[src/rtl/pwm_defines.sv]
`default_nettype none
// ============================================================================
// Module   : pwm_defines
// Purpose  : Shared constants for the PWM pulse generators: FSM encodings,
//            default counter width and the packed-channel slice macro.
// Revision : 1.0 - initial multi-channel release
// ============================================================================

`ifndef PWM_DEFINES_SLICE
`define PWM_DEFINES_SLICE
// Select channel k (width w) out of a packed per-channel bus.
`define PWM_SLICE(k, w) (k)*(w) +: (w)
`endif

package pwm_defines;

  localparam int DEFAULT_BITWIDTH = 10;

  localparam int STATE_W = 1;
  localparam logic [STATE_W-1:0] STATE_IDLE = 1'b0;
  localparam logic [STATE_W-1:0] STATE_RUN  = 1'b1;

endpackage

`default_nettype wire

[src/rtl/pulse_channel.sv]
`default_nettype none
// ============================================================================
// Module   : pulse_channel
// Purpose  : One pulse output. Holds the active rising/falling ticks and
//            polarity, the raw pulse state and the registered output.
// Revision : 1.0 - initial multi-channel release
// ============================================================================
module pulse_channel
  import pwm_defines::*;
#(
  parameter int bitwidth = DEFAULT_BITWIDTH
) (
  input  logic                clock,
  input  logic                reset,
  input  logic [bitwidth-1:0] counter_value,
  input  logic                run,
  input  logic                clear,
  input  logic                apply,
  input  logic [bitwidth-1:0] shadow_rising,
  input  logic [bitwidth-1:0] shadow_falling,
  input  logic                shadow_polarity,
  output logic                generated_signal
);

  logic [bitwidth-1:0] r_rising;
  logic [bitwidth-1:0] r_falling;
  logic                r_polarity;
  logic                r_raw;
  logic                r_out;
  logic                w_raw_next;
  logic                w_polarity_next;

  // Raw state follows the pre-edge counter against the currently active
  // ticks; falling is tested first so that equal ticks leave the pulse low.
  always_comb begin
    w_raw_next      = r_raw;
    w_polarity_next = apply ? shadow_polarity : r_polarity;
    if (clear) begin
      w_raw_next = 1'b0;
    end else if (run) begin
      if (counter_value == r_falling) begin
        w_raw_next = 1'b0;
      end else if (counter_value == r_rising) begin
        w_raw_next = 1'b1;
      end
    end
  end

  // Active settings, raw state and polarity-corrected output share one edge.
  always_ff @(posedge clock or negedge reset) begin
    if (!reset) begin
      r_rising   <= '0;
      r_falling  <= '0;
      r_polarity <= 1'b0;
      r_raw      <= 1'b0;
      r_out      <= 1'b0;
    end else begin
      if (apply) begin
        r_rising  <= shadow_rising;
        r_falling <= shadow_falling;
      end
      r_polarity <= w_polarity_next;
      r_raw      <= w_raw_next;
      r_out      <= w_raw_next ^ w_polarity_next;
    end
  end

  assign generated_signal = r_out;

endmodule

`default_nettype wire

[src/rtl/pulse_multichannel.sv]
`default_nettype none
// ============================================================================
// Module   : pulse_multichannel
// Purpose  : Multi-channel pulse generator. Owns the period counter, the
//            IDLE/RUN FSM, the shadow registers and the update handshake;
//            each output is produced by a pulse_channel instance.
// Revision : 1.0 - initial multi-channel release
// ============================================================================
module pulse_multichannel
  import pwm_defines::*;
#(
  parameter int bitwidth = DEFAULT_BITWIDTH,
  parameter int channels = 2
) (
  input  logic                         clock,
  input  logic                         reset,
  input  logic                         enable,
  input  logic [bitwidth-1:0]          period,
  input  logic [channels*bitwidth-1:0] rising_edges,
  input  logic [channels*bitwidth-1:0] falling_edges,
  input  logic [channels-1:0]          polarity,
  input  logic                         update_request,
  output logic                         update_acknowledge,
  output logic [bitwidth-1:0]          counter_value,
  output logic                         period_start,
  output logic [channels-1:0]          generated_signals
);

  localparam logic [bitwidth-1:0] c_one = bitwidth'(1);

  logic [STATE_W-1:0]          r_state;
  logic [STATE_W-1:0]          w_state_next;
  logic [bitwidth-1:0]         r_counter;
  logic [bitwidth-1:0]         w_counter_next;
  logic [bitwidth-1:0]         r_period;
  logic [bitwidth-1:0]         r_shadow_period;
  logic [channels*bitwidth-1:0] r_shadow_rising;
  logic [channels*bitwidth-1:0] r_shadow_falling;
  logic [channels-1:0]         r_shadow_polarity;
  logic                        r_pending;
  logic                        r_ack;
  logic                        w_run;
  logic                        w_clear;
  logic                        w_period_start;
  logic                        w_wrap;
  logic                        w_apply;

  // FSM state register
  always_ff @(posedge clock or negedge reset) begin
    if (!reset) begin
      r_state <= STATE_IDLE;
    end else begin
      r_state <= w_state_next;
    end
  end

  // FSM next state: enable alone decides between IDLE and RUN
  always_comb begin
    w_state_next = r_state;
    case (r_state)
      STATE_IDLE: if (enable)  w_state_next = STATE_RUN;
      STATE_RUN:  if (!enable) w_state_next = STATE_IDLE;
      default:    w_state_next = STATE_IDLE;
    endcase
  end

  // FSM outputs: counting edge, leave-RUN clear and period start flag
  always_comb begin
    w_run          = 1'b0;
    w_clear        = 1'b0;
    w_period_start = 1'b0;
    if (r_state == STATE_RUN) begin
      w_run          = enable;
      w_clear        = !enable;
      w_period_start = (r_counter == '0);
    end
  end

  // A wrap edge is a counting edge at the active period; the shadow is
  // applied there, or on any IDLE edge once something is pending.
  assign w_wrap  = w_run && (r_counter == r_period);
  assign w_apply = r_pending && ((r_state == STATE_IDLE) || w_wrap);

  // Counter next value: increment, wrap to 0, or park at 0 outside RUN
  always_comb begin
    w_counter_next = '0;
    if (w_run && !w_wrap) begin
      w_counter_next = r_counter + c_one;
    end
  end

  // Counter register
  always_ff @(posedge clock or negedge reset) begin
    if (!reset) begin
      r_counter <= '0;
    end else begin
      r_counter <= w_counter_next;
    end
  end

  // Shadow capture, pending flag, active period and acknowledge pulse.
  // A request on an apply edge re-arms pending for the following boundary.
  always_ff @(posedge clock or negedge reset) begin
    if (!reset) begin
      r_shadow_period   <= '0;
      r_shadow_rising   <= '0;
      r_shadow_falling  <= '0;
      r_shadow_polarity <= '0;
      r_pending         <= 1'b0;
      r_period          <= '0;
      r_ack             <= 1'b0;
    end else begin
      if (update_request) begin
        r_shadow_period   <= period;
        r_shadow_rising   <= rising_edges;
        r_shadow_falling  <= falling_edges;
        r_shadow_polarity <= polarity;
        r_pending         <= 1'b1;
      end else if (w_apply) begin
        r_pending <= 1'b0;
      end
      if (w_apply) begin
        r_period <= r_shadow_period;
      end
      r_ack <= w_apply;
    end
  end

  generate
    for (genvar k = 0; k < channels; k++) begin : g_channel
      pulse_channel #(
        .bitwidth(bitwidth)
      ) u_channel (
        .clock            (clock),
        .reset            (reset),
        .counter_value    (r_counter),
        .run              (w_run),
        .clear            (w_clear),
        .apply            (w_apply),
        .shadow_rising    (r_shadow_rising[`PWM_SLICE(k, bitwidth)]),
        .shadow_falling   (r_shadow_falling[`PWM_SLICE(k, bitwidth)]),
        .shadow_polarity  (r_shadow_polarity[k]),
        .generated_signal (generated_signals[k])
      );
    end
  endgenerate

  assign update_acknowledge = r_ack;
  assign counter_value      = r_counter;
  assign period_start       = w_period_start;

endmodule

`default_nettype wire

[config.mk]
export PLATFORM = sky130hd
export DESIGN_NAME = pulse_multichannel
export DESIGN_NICKNAME = d
export VERILOG_FILES = /design/src/rtl/pwm_defines.sv /design/src/rtl/pulse_channel.sv /design/src/rtl/pulse_multichannel.sv
export SDC_FILE = /design/constraint.sdc
export NUM_CORES = 1
export LEC_CHECK = 0
export CAP_MARGIN = 20
export CORE_MARGIN = 2
export CORE_UTILIZATION = 55
export CTS_CLUSTER_DIAMETER = 150
export DETAILED_ROUTE_END_ITERATION = 8
export GPL_ROUTABILITY_DRIVEN = 0
export PLACE_DENSITY = 0.79
export SETUP_SLACK_MARGIN = 0.05
export SKIP_CTS_REPAIR_TIMING = 1
export SLEW_MARGIN = 0
export SYNTH_ARGS = -nofsm -noshare
export SYNTH_HDL_FRONTEND = slang
export SYNTH_SLANG_ARGS = --single-unit
[constraint.sdc]
create_clock -name clock -period 2.7 [get_ports clock]
set_input_delay 0.54 -clock clock [delete_from_list [all_inputs] [get_ports clock]]
set_output_delay 0.54 -clock clock [all_outputs]
set_load 0.05 [all_outputs]
==> results.json <==
{
  "ir_worst_vdd_uv": 422,
  "hold_viol": 0,
  "clk_pin_slew_ns": 0.06,
  "core.rowCount": 36,
  "r2r-start": "counter_value[0]",
  "slew_headroom_pct": 59.7,
  "end_kind": "output port",
  "crit_family": "buffers and inverters",
  "vias_per_cell": 5.35,
  "skew_ns": 0.00753,
  "final_layout_size_suffix_gt1_share_pct": 34.3,
  "cts_num_sinks": 121,
  "grt_antenna_before_repair": 0,
  "syn_inst": 376,
  "startpoint_type": "flip-flop",
  "yosys.cell_count.top_type": "dfrtp_1",
  "die_w_um": 104,
  "pwr-share-seq_pct": 43.2,
  "finalCriticalPeriod_ns": 2.48,
  "setup_viol": 0,
  "synth_flop_cell": "dfrtp_1",
  "drc": 0,
  "synth_top_area_share_pct": 55.4,
  "clockBufferDepth": 2,
  "ys_ff_latch": 121,
  "vias": 3221,
  "numCtsBuffers": 17,
  "wl_per_cell_um": 18.0,
  "fin_crit_sh_pct": 91.7,
  "place.port_buffers": 69,
  "initialDrtViolationCount": 150,
  "die-area_sq_um": 10800,
  "synth-edff-count": 0,
  "firstDrtPassIters": 5,
  "power.leakage_nw": 3.21,
  "dpl.hpwl_um": 7510,
  "worstReg2RegEnd": "g_channel[0].u_channel.r_rising[2]",
  "synth_fp_nets": 434,
  "yosysUniqueCellTypes": 33,
  "antenna_left": 0,
  "setup_tns_ns": 0,
  "io_pins": 70,
  "tritoncts": "yes",
  "clk_latency_ns": 0.52,
  "cts_max_level": 4,
  "r2r_cells": 6,
  "yosys_warnings": 0,
  "gr-total-overflow": 0,
  "power_switching_mw": 1.34,
  "grt_pass1_vias": 3545,
  "drt_wl_total_um": 10800,
  "worst_pin_slew_ns": 0.604,
  "critical_path_required_ns": 2.16,
  "synth_area_leaders": "dfrtp_1 (55%), mux2_4 (13%), mux2_2 (11%), xor2_1 (7.5%), xnor2_1 (2.1%)",
  "rsz0062_at_grt": "no",
  "crit_arrival_ns": 1.94,
  "p_int_mw": 3.89,
  "drv_cap": 0,
  "start_util_pct": 56.2,
  "syn_area_sq_um": 5470,
  "combPwrFrac_pct": 14.0,
  "worstPathMaxFanout": 7,
  "grt_use_total_pct": 22.3,
  "diodes": 0,
  "avgSynthCellArea_sq_um": 14.5,
  "crit_chain": "clkdlybuf4s50_1",
  "die_h_um": 104,
  "hold_class": "input pin to asynchronous set/reset pin",
  "ys_async_sr_fraction_pct": 100,
  "crit_buf_inv": 1,
  "synth_area_leader_cell": "dfrtp_1",
  "syn_to_final_growth_pct": 26.1,
  "synthTopCellsByCount": "dfrtp_1 (121), mux2_2 (53), mux2_4 (49)",
  "ctsRootBufferMaster": "clkbuf_8",
  "whs_ns": 0.0379,
  "maxSlewViolCount": 0,
  "layout.nets": 514,
  "worst-r2r-setup-slack_ns": 0.40,
  "powerDensity_nw_per_um2": 758,
  "dp_slack_ns": 0.313,
  "total_power_mw": 5.23,
  "grt_pass1_wl_um": 18500,
  "core_area_sq_um": 9730,
  "cp-startpoint": "counter_value[7]",
  "fmax_mhz": 404,
  "pwr-share-clk_pct": 42.8,
  "grt_max_degree": 49,
  "ys_seq_area_share_pct": 55.4,
  "cpPeakStageDelay_ns": 0.87,
  "worstSetupPathType": "flip-flop to output port",
  "swShare_pct": 25.6,
  "slowest_stage": "clkdlybuf4s50_1",
  "worst_slack_ns": 0.223,
  "status": "finished, final reports clean",
  "postLayoutCoreUtil_pct": 70.9
}
[sequential cells by signal, summed over array words and instances (netlist names)]
name,cells
g_channel.u_channel.r_raw,2
r_shadow_period,10
update_acknowledge,1
r_pending,1
g_channel.u_channel.r_falling,20
r_shadow_rising,20
g_channel.u_channel.generated_signal,2
r_state,1
r_shadow_polarity,2
g_channel.u_channel.r_rising,20
g_channel.u_channel.r_polarity,2
r_period,10
counter_value,10
r_shadow_falling,20
[logic make-up after synthesis]
logic type                 after synthesis  synth area share, %
DFF                                    121                 55.4
muxes                                  102                 24.4
xor gates and xnor gates                60                 9.61
and+or+nand+nor                         53                 5.60
buffers and inverters                   28                 3.16
AOI/OAI and AO/OA                       10                 1.46
adders and majority gates                2                0.457
[power by group through the flow]
stage / sequential (mW) / clock, mW / combinational, mW
2_1_floorplan: 2.22 / 0 / 0.550
3_3_place_gp: 2.28 / 0 / 0.708
3_5_place_dp: 2.29 / 0 / 0.735
4_1_cts: 2.26 / 2.26 / 0.744
5_1_grt: 2.29 / 2.36 / 0.800
6_report: 2.26 / 2.23 / 0.734
[layout make-up]
type / count / area [sq um]
tap: 133 / 166
clock inverter: 14 / 164
inverter: 4 / 15.0
timing repair buffer: 85 / 818
sequential: 121 / 3030
fill: 664 / 2830
multi-input combinational: 227 / 2280
clock buffer: 18 / 428
[stage by stage]
stage / cells / cell area (sq um)
after floorplan: 376 / 5470
after global placement: 570 / 6290
after detailed placement: 570 / 6290
after CTS: 602 / 6880
after global routing: 602 / 6900
final: 602 / 6900
[how the worst max path moves through the flow]
stage                                         endpoint  slack (ns)  depth (start not counted)
6_report                              counter_value[7]        0.22                          1
4_1_cts                               counter_value[4]        0.07                          2
3_5_place_dp   g_channel[1].u_channel.generated_signal        0.31                          6
3_3_place_gp   g_channel[0].u_channel.generated_signal        0.37                          6
5_1_grt                                   period_start        0.09                          4
2_1_floorplan      g_channel[0].u_channel.r_falling[0]        0.45                          7
[worst reg2reg max path: stages (launching register included)]
cell     delay [ns]
dfrtp_1        0.65
xor2_1         0.24
nor4_2         0.08
and3_2         0.25
a21oi_4        0.13
buf_4          0.46
mux2_4         0.38
[placed cells by master (no fill, tap or decap), types with 4 or more instances in the layout]
master             n
dfrtp_1          120
nor4_1             9
clkdlybuf4s50_1   64
inv_6              5
clkbuf_16         16
inv_1              4
mux2_4            49
mux2_2            53
nor2_1            12
clkinv_4           6
buf_4             17
and2_1             4
xor2_1            47
xnor2_1           13
nand2_1            6
and3_1             5
[metal layers]
layer  wire length [um]  vias to the layer above  GRT usage [%]
li1                   -                     1458              -
met1               4740                     1641           29.7
met2               5290                      112           35.3
met3                657                       10           6.36
met4                125                        0           7.53
met5                  0                        -              0
Note: power is estimated with default switching activity, not from simulation.
